$ cat src/rtl/trace_pkg.sv
// Shared constants for the commit-trace transmitter: record kinds, word count, record layout.
// Define TRACE_TIMESTAMP_EN to append a 32-bit capture-cycle timestamp word to every record.
package trace_pkg;

    localparam logic KIND_GRF = 1'b0;
    localparam logic KIND_DM  = 1'b1;

`ifdef TRACE_TIMESTAMP_EN
    localparam int TRACE_WORDS = 4;
`else
    localparam int TRACE_WORDS = 3;
`endif

    // Record layout, LSB first: data, address/register, pc, [timestamp], kind.
    localparam int OFF_DATA = 0;
    localparam int OFF_ADDR = 32;
    localparam int OFF_PC   = 64;
`ifdef TRACE_TIMESTAMP_EN
    localparam int OFF_TS   = 96;
    localparam int OFF_KIND = 128;
`else
    localparam int OFF_KIND = 96;
`endif
    localparam int REC_W = OFF_KIND + 1;

    localparam int                IDX_W    = 2;
    localparam logic [IDX_W-1:0]  LAST_IDX = IDX_W'(TRACE_WORDS - 1);

endpackage

$ cat src/rtl/commit_trace_tx_if.sv
// Capture taps from the core plus the outbound trace word stream and status.
// master = transmitter side, slave = core/consumer side.
interface commit_trace_tx_if #(
    parameter int PTR_W = 3
);
    logic             trace_en;
    logic [31:0]      pc_i;
    logic             grf_we;
    logic [4:0]       grf_addr;
    logic [31:0]      grf_wd;
    logic             dm_we;
    logic [31:0]      dm_addr;
    logic [31:0]      dm_wd;
    logic             out_valid;
    logic             out_ready;
    logic [31:0]      out_data;
    logic             out_kind;
    logic             out_last;
    logic [PTR_W:0]   fifo_count;
    logic             overflow;
    logic [7:0]       drop_cnt;

    modport master (
        input  trace_en, pc_i, grf_we, grf_addr, grf_wd, dm_we, dm_addr, dm_wd, out_ready,
        output out_valid, out_data, out_kind, out_last, fifo_count, overflow, drop_cnt
    );

    modport slave (
        output trace_en, pc_i, grf_we, grf_addr, grf_wd, dm_we, dm_addr, dm_wd, out_ready,
        input  out_valid, out_data, out_kind, out_last, fifo_count, overflow, drop_cnt
    );
endinterface

$ cat src/rtl/trace_fifo.sv
// Record FIFO: synchronous write, combinational head read, full/empty/count.
// Caller guarantees push only when not full or when popping in the same cycle.
module trace_fifo #(
    parameter  int W     = 97,
    parameter  int DEPTH = 8,
    localparam int PTR_W = $clog2(DEPTH)
) (
    input  logic             clk,
    input  logic             reset,
    input  logic             i_push,
    input  logic [W-1:0]     i_wdat,
    input  logic             i_pop,
    output logic [W-1:0]     o_rdat,
    output logic             o_full,
    output logic             o_empty,
    output logic [PTR_W:0]   o_count
);

    logic [W-1:0]     r_mem [DEPTH];
    logic [PTR_W-1:0] r_wr_ptr;
    logic [PTR_W-1:0] r_rd_ptr;
    logic [PTR_W:0]   r_count;

    always_ff @(posedge clk) begin
        if (i_push) begin
            r_mem[r_wr_ptr] <= i_wdat;
        end
    end

    // Pointers wrap naturally because DEPTH is a power of two.
    always_ff @(posedge clk or posedge reset) begin
        if (reset) begin
            r_wr_ptr <= '0;
            r_rd_ptr <= '0;
            r_count  <= '0;
        end else begin
            if (i_push) begin
                r_wr_ptr <= r_wr_ptr + PTR_W'(1);
            end
            if (i_pop) begin
                r_rd_ptr <= r_rd_ptr + PTR_W'(1);
            end
            case ({i_push, i_pop})
                2'b10:   r_count <= r_count + (PTR_W+1)'(1);
                2'b01:   r_count <= r_count - (PTR_W+1)'(1);
                default: r_count <= r_count;
            endcase
        end
    end

    assign o_rdat  = r_mem[r_rd_ptr];
    assign o_full  = (r_count == (PTR_W+1)'(DEPTH));
    assign o_empty = (r_count == '0);
    assign o_count = r_count;

endmodule

$ cat src/rtl/commit_trace_tx.sv
// Commit-trace transmitter: captures GRF/DM writes into a record FIFO and streams each record as 32-bit words.
// Head word valid the cycle after capture; words hold under backpressure; TRACE_TIMESTAMP_EN adds a timestamp word.
module commit_trace_tx
    import trace_pkg::*;
#(
    parameter  int DEPTH = 8,
    localparam int PTR_W = $clog2(DEPTH)
) (
    input  logic                clk,
    input  logic                reset,
    commit_trace_tx_if.master   trace_bus
);

    logic             w_dm_evt;
    logic             w_grf_evt;
    logic             w_push_req;
    logic             w_push;
    logic             w_pop;
    logic             w_xfer;
    logic             w_last;
    logic             w_full;
    logic             w_empty;
    logic [PTR_W:0]   w_count;
    logic [REC_W-1:0] w_rec;
    logic [REC_W-1:0] w_head;
    logic [1:0]       w_drop_n;
    logic [8:0]       w_drop_sum;
    logic [31:0]      w_out_dat;
    logic             w_out_kind;
    logic             w_out_last;

    logic [IDX_W-1:0] r_word_idx;
    logic             r_overflow;
    logic [7:0]       r_drop_cnt;
`ifdef TRACE_TIMESTAMP_EN
    logic [31:0]      r_cycle;
`endif

    // A DM write wins the single push slot; a concurrent real GRF write is lost.
    assign w_dm_evt   = trace_bus.trace_en & trace_bus.dm_we;
    assign w_grf_evt  = trace_bus.trace_en & trace_bus.grf_we & (trace_bus.grf_addr != 5'd0);
    assign w_push_req = w_dm_evt | w_grf_evt;

    assign w_xfer = ~w_empty & trace_bus.out_ready;
    assign w_last = (r_word_idx == LAST_IDX);
    assign w_pop  = w_xfer & w_last;
    assign w_push = w_push_req & (~w_full | w_pop);

    assign w_drop_n   = 2'(w_dm_evt & w_grf_evt) + 2'(w_push_req & w_full & ~w_pop);
    assign w_drop_sum = {1'b0, r_drop_cnt} + {7'b0, w_drop_n};

    always_comb begin
        w_rec                  = '0;
        w_rec[OFF_KIND]        = w_dm_evt ? KIND_DM : KIND_GRF;
        w_rec[OFF_PC +: 32]    = trace_bus.pc_i;
        w_rec[OFF_ADDR +: 32]  = w_dm_evt ? trace_bus.dm_addr : {27'b0, trace_bus.grf_addr};
        w_rec[OFF_DATA +: 32]  = w_dm_evt ? trace_bus.dm_wd : trace_bus.grf_wd;
`ifdef TRACE_TIMESTAMP_EN
        w_rec[OFF_TS +: 32]    = r_cycle;
`endif
    end

    trace_fifo #(
        .W     (REC_W),
        .DEPTH (DEPTH)
    ) u_fifo (
        .clk     (clk),
        .reset   (reset),
        .i_push  (w_push),
        .i_wdat  (w_rec),
        .i_pop   (w_pop),
        .o_rdat  (w_head),
        .o_full  (w_full),
        .o_empty (w_empty),
        .o_count (w_count)
    );

    always_ff @(posedge clk or posedge reset) begin
        if (reset) begin
            r_word_idx <= '0;
        end else if (w_xfer) begin
            r_word_idx <= w_last ? '0 : r_word_idx + IDX_W'(1);
        end
    end

    always_ff @(posedge clk or posedge reset) begin
        if (reset) begin
            r_overflow <= 1'b0;
            r_drop_cnt <= '0;
        end else begin
            if (w_drop_n != 2'd0) begin
                r_overflow <= 1'b1;
            end
            r_drop_cnt <= w_drop_sum[8] ? 8'hFF : w_drop_sum[7:0];
        end
    end

`ifdef TRACE_TIMESTAMP_EN
    always_ff @(posedge clk or posedge reset) begin
        if (reset) begin
            r_cycle <= '0;
        end else begin
            r_cycle <= r_cycle + 32'd1;
        end
    end
`endif

    // Outputs derive combinationally from FIFO state so an async reset clears them at once.
    always_comb begin
        w_out_dat  = '0;
        w_out_kind = 1'b0;
        w_out_last = 1'b0;
        if (!w_empty) begin
            w_out_kind = w_head[OFF_KIND];
            w_out_last = w_last;
            case (r_word_idx)
                2'd0:    w_out_dat = w_head[OFF_PC +: 32];
                2'd1:    w_out_dat = w_head[OFF_ADDR +: 32];
                2'd2:    w_out_dat = w_head[OFF_DATA +: 32];
`ifdef TRACE_TIMESTAMP_EN
                default: w_out_dat = w_head[OFF_TS +: 32];
`else
                default: w_out_dat = '0;
`endif
            endcase
        end
    end

    assign trace_bus.out_valid  = ~w_empty;
    assign trace_bus.out_data   = w_out_dat;
    assign trace_bus.out_kind   = w_out_kind;
    assign trace_bus.out_last   = w_out_last;
    assign trace_bus.fifo_count = w_count;
    assign trace_bus.overflow   = r_overflow;
    assign trace_bus.drop_cnt   = r_drop_cnt;

endmodule

$ cat src/flat_wrapper.sv
// flat-port wrapper written by rule: the top's interface ports become plain ports
module commit_trace_tx_flat import trace_pkg::*;
#(
    parameter  int DEPTH = 8,
    localparam int PTR_W = $clog2(DEPTH)
)
  (clk, reset, trace_bus_trace_en, trace_bus_pc_i, trace_bus_grf_we, trace_bus_grf_addr, trace_bus_grf_wd, trace_bus_dm_we, trace_bus_dm_addr, trace_bus_dm_wd, trace_bus_out_ready, trace_bus_out_valid, trace_bus_out_data, trace_bus_out_kind, trace_bus_out_last, trace_bus_fifo_count, trace_bus_overflow, trace_bus_drop_cnt);
  commit_trace_tx_if #(.PTR_W(3)) trace_bus_i ();
  input  logic clk;
  input  logic reset;
  input wire logic [$bits(trace_bus_i.trace_en)-1:0] trace_bus_trace_en;
  input wire logic [$bits(trace_bus_i.pc_i)-1:0] trace_bus_pc_i;
  input wire logic [$bits(trace_bus_i.grf_we)-1:0] trace_bus_grf_we;
  input wire logic [$bits(trace_bus_i.grf_addr)-1:0] trace_bus_grf_addr;
  input wire logic [$bits(trace_bus_i.grf_wd)-1:0] trace_bus_grf_wd;
  input wire logic [$bits(trace_bus_i.dm_we)-1:0] trace_bus_dm_we;
  input wire logic [$bits(trace_bus_i.dm_addr)-1:0] trace_bus_dm_addr;
  input wire logic [$bits(trace_bus_i.dm_wd)-1:0] trace_bus_dm_wd;
  input wire logic [$bits(trace_bus_i.out_ready)-1:0] trace_bus_out_ready;
  output wire logic [$bits(trace_bus_i.out_valid)-1:0] trace_bus_out_valid;
  output wire logic [$bits(trace_bus_i.out_data)-1:0] trace_bus_out_data;
  output wire logic [$bits(trace_bus_i.out_kind)-1:0] trace_bus_out_kind;
  output wire logic [$bits(trace_bus_i.out_last)-1:0] trace_bus_out_last;
  output wire logic [$bits(trace_bus_i.fifo_count)-1:0] trace_bus_fifo_count;
  output wire logic [$bits(trace_bus_i.overflow)-1:0] trace_bus_overflow;
  output wire logic [$bits(trace_bus_i.drop_cnt)-1:0] trace_bus_drop_cnt;
  assign trace_bus_i.trace_en = trace_bus_trace_en;
  assign trace_bus_i.pc_i = trace_bus_pc_i;
  assign trace_bus_i.grf_we = trace_bus_grf_we;
  assign trace_bus_i.grf_addr = trace_bus_grf_addr;
  assign trace_bus_i.grf_wd = trace_bus_grf_wd;
  assign trace_bus_i.dm_we = trace_bus_dm_we;
  assign trace_bus_i.dm_addr = trace_bus_dm_addr;
  assign trace_bus_i.dm_wd = trace_bus_dm_wd;
  assign trace_bus_i.out_ready = trace_bus_out_ready;
  assign trace_bus_out_valid = trace_bus_i.out_valid;
  assign trace_bus_out_data = trace_bus_i.out_data;
  assign trace_bus_out_kind = trace_bus_i.out_kind;
  assign trace_bus_out_last = trace_bus_i.out_last;
  assign trace_bus_fifo_count = trace_bus_i.fifo_count;
  assign trace_bus_overflow = trace_bus_i.overflow;
  assign trace_bus_drop_cnt = trace_bus_i.drop_cnt;
  commit_trace_tx #(.DEPTH(DEPTH)) u_core (.clk(clk), .reset(reset), .trace_bus(trace_bus_i));
endmodule
$ cat config.mk
export PLATFORM = sky130hd
export DESIGN_NAME = commit_trace_tx_flat
export DESIGN_NICKNAME = d
export VERILOG_FILES = /design/src/rtl/trace_pkg.sv /design/src/rtl/commit_trace_tx_if.sv /design/src/rtl/trace_fifo.sv /design/src/rtl/commit_trace_tx.sv /design/src/flat_wrapper.sv
export SDC_FILE = /design/constraint.sdc
export NUM_CORES = 1
export LEC_CHECK = 0
export BUFFER_PORTS_ARGS = -buffer_cell sky130_fd_sc_hd__buf_2
export CAP_MARGIN = 20
export CORE_ASPECT_RATIO = 0.8
export CORE_UTILIZATION = 30
export DETAILED_ROUTE_END_ITERATION = 10
export GPL_TIMING_DRIVEN = 0
export SLEW_MARGIN = 25
export SYNTH_ARGS = -nofsm -noshare
export SYNTH_HDL_FRONTEND = slang
export SYNTH_SLANG_ARGS = --single-unit
$ cat constraint.sdc
create_clock -name clk -period 20.6 [get_ports clk]
set_input_delay 2.06 -clock clk [delete_from_list [all_inputs] [get_ports clk]]
set_output_delay 2.06 -clock clk [all_outputs]
set_load 0.02 [all_outputs]
==> impl_metrics.py <==
metrics = {
    "global_route": {
        "globalRouteTotalUtil_pct": 15.4,
        "grt_start_max_net_pins": 22,
        "grt_pass1_wl_um": 116000,
        "first_global_vias": 16400,
        "antenna_found_initial": 20,
        "overflow": 0,
    },
    "cts": {
        "postCtsHoldBufs": 0,
        "ctsResizeCount": 0,
        "post-cts-setup-buffer-count": 0,
        "clock_latency_ns": 0.62,
        "cts-buffers-inserted": 77,
        "cts_buffer_depth": 3,
        "cts.sinks": 797,
        "cts-htree-levels": 3,
        "root_buffer": "clkbuf_16",
        "cts_tree": "yes",
        "clk_pin_slew_ns": 0.06,
    },
    "pwr": {
        "vdd_drop_max_mv": 0.0992,
        "p_switching_mw": 1.67,
        "p_int_mw": 3.45,
        "power_frac_comb_pct": 33.3,
        "power-per-cell-area_mw_per_mm2": 137,
        "switching_share_pct": 32.5,
        "power_leakage_nw": 12.3,
        "power_frac_seq_pct": 39.7,
        "p_clk_share_pct": 27.0,
        "finalPower_mw": 5.12,
    },
    "floorplan": {
        "dieArea_mm2": 0.105,
        "core_region_area_mm2": 0.103,
        "io_pins": 187,
        "start_util_pct": 30.3,
        "die_w_um": 362,
        "chipHeight_um": 290,
        "rows": 105,
    },
    "flow_run": {
        "maxCapViolCount": 0,
    },
    "worst_setup_path": {
        "path_max_fanout": 10,
        "crit_start": "u_core.u_fifo.r_rd_ptr[1]",
        "critPathMaxStageDelay_ns": 0.77,
        "r2r_cells": 11,
        "worstPathArrival_ns": 3.76,
        "endpoint_kind": "output port",
        "worstReg2RegStart": "u_core.r_word_idx[0]",
        "cp_common_cell": "buf_2",
        "worstPathRequired_ns": 18.54,
        "cp-start-kind": "flip-flop",
        "critical_path_class": "flip-flop to output port",
        "crit_slowest_cell": "clkbuf_1",
        "crit_chain": "buf_2 -> buf_2 -> clkbuf_1 -> nor2_1 -> a22oi_1 -> nand3_1 -> buf_2",
    },
    "min_path": {
        "worstHoldPathType": "flip-flop to flip-flop",
        "min_from": "u_core.trace_bus.overflow",
        "hold_path_depth": 1,
    },
    "synth": {
        "syn_nets": 1551,
        "synth_edf_count": 776,
        "synth_area_leader_cell": "edfxtp_1",
        "ys_seq_area_share_pct": 76.5,
        "synthMostInstantiatedCell": "edfxtp_1",
        "syn-cell-area_mm2": 0.0311,
        "synth-async-reset-ratio_pct": 2.63,
        "ys_ff_latch": 797,
        "yosysWarnings": 0,
        "synthFlopType": "edfxtp_1",
        "syn_inst": 1402,
        "synthTopCellsByCount": "edfxtp_1 (776), mux4_2 (194), mux2_2 (67)",
        "synth_top_area_share_pct": 74.8,
        "syn_area_per_cell_um2": 22.2,
        "yosysUniqueCellTypes": 49,
        "synth.area.top_cells": "edfxtp_1 (75%), mux4_2 (14%), mux2_2 (2.4%), dfrtp_1 (1.7%), a22oi_1 (1.3%)",
    },
    "timing": {
        "max_freq_ghz": 0.172,
        "skew_ns": 0.0188,
        "min_period_ns": 5.82,
        "drv_slew": 0,
        "slew_headroom_pct": 32.3,
        "min_period_over_period_pct": 28.3,
        "finalSetupTns_ns": 0,
        "setup_violations": 0,
        "worst_slack_ns": 14.78,
        "hold_viol_final": 0,
        "worst_pin_slew_ns": 1.02,
        "rsz0062_at_grt": "no",
    },
    "cells_and_area": {
        "drive_above_1_share_pct": 38.8,
        "stdcell_count": 3189,
        "syn_to_final_growth_pct": 20.3,
        "fillers": 9461,
        "nets": 1884,
    },
    "status": {
        "status": "finished, final reports clean",
    },
    "route": {
        "avgViaCountPerCell": 4.96,
        "drt-wirelength-per-cell_um": 25.4,
        "ant_nets": 0,
        "drc": 0,
        "drt_pre_antenna_iters": 5,
        "drt_iter0_drc": 1420,
        "vias": 15800,
        "routed_wl_um": 80900,
    },
    "placed_design": {
        "pre_cts_slack_ns": 14.62,
        "gp_congestion": 0.744,
        "dpl.hpwl_um": 57500,
        "io_buffers": 186,
        "post-place-cells": 3047,
    },
}
[power by group through the flow]
stage | Combinational, mW | Clock (mW) | Sequential (mW)
2_1_floorplan | 1.03 | 0 | 2.09
3_3_place_gp | 1.63 | 0 | 2.13
3_5_place_dp | 1.73 | 0 | 2.07
4_1_cts | 1.73 | 1.41 | 2.03
5_1_grt | 1.81 | 1.47 | 2.05
6_report | 1.70 | 1.38 | 2.03
[sequential cells by signal (all words and copies together) (netlist names)]
register                   count
u_core.u_fifo.r_wr_ptr         3
u_core.u_fifo.r_rd_ptr         3
u_core.u_fifo.o_count          4
u_core.u_fifo.r_mem          776
u_core.r_word_idx              2
u_core.trace_bus.overflow      1
u_core.trace_bus.drop_cnt      8
[logic make-up after synthesis]
| family | Yosys count | share of synthesized area (%) |
|---|---|---|
| and+or+nand+nor | 158 | 2.71 |
| AOI/OAI and AO/OA | 81 | 2.13 |
| muxes | 264 | 16.6 |
| xor gates and xnor gates | 9 | 0.253 |
| adders and majority gates | 10 | 0.450 |
| DFF | 797 | 76.5 |
| buffers and inverters | 83 | 1.36 |
[metrics by stage]
step	util [%]	hold slack (ns)	cell area [um2]
after CTS	36.5	0.492	37400
final	36.5	0.500	37500
after global routing	36.5	0.534	37500
after floorplan	-	0.487	31100
after detailed placement	34.1	0.476	35000
after global placement	32.9	0.468	33800
[cell type report]
class                           count  area, um2  area share, %
Antenna cell                        4       10.0         0.0267
Buffer                             72        383           1.02
Clock buffer                      100       2120           5.65
Clock inverter                     38        335          0.895
Inverter                           11       46.3          0.124
Multi-Input combinational cell    522       6950           18.6
Sequential cell                   797      23800           63.6
Tap cell                         1391       1740           4.65
Timing Repair Buffer              254       2050           5.47
[worst paths after layout]
path,endpoint,slack (ns)
setup / recovery,trace_bus_out_data[17],14.78
hold / removal,u_core.trace_bus.overflow,0.50
setup reg to reg,u_core.u_fifo.r_mem[1][89],16.91
hold reg to reg,u_core.trace_bus.overflow,0.50
max in group asynchronous,u_core.u_fifo.r_rd_ptr[1],18.40
min in group asynchronous,u_core.trace_bus.drop_cnt[3],1.63
[layer usage]
metal | vias to the layer above | track usage, % | share of wire, %
met5 | - | 0 | 0.12
met4 | 14 | 3.55 | 1.9
met3 | 121 | 3.55 | 7.6
met2 | 625 | 24.2 | 47
met1 | 8455 | 21.8 | 43
li1 | 6588 | - | -
[layout by cell type, fill, tap and decap left out, drive strengths merged, types with 5 or more instances in the layout]
master and count:
edfxtp 776, buf 295, mux4 194, clkbuf 131
mux2 68, a22oi 64, nand2 49, nand3 36
and3 31, clkinv 31, dfrtp 21, nor2 15
inv 12, xnor2 8, ha 8, nand2b 8
bufinv 5, nor3 5
[critical path, delay by kind of cell (launching register included)]
family	cells	cell delay, ns
buffers and inverters	4	1.68
and+or+nand+nor	2	0.72
DFF	1	0.41
AOI/OAI and AO/OA	1	0.31
Note: power is estimated with default switching activity, not from simulation.
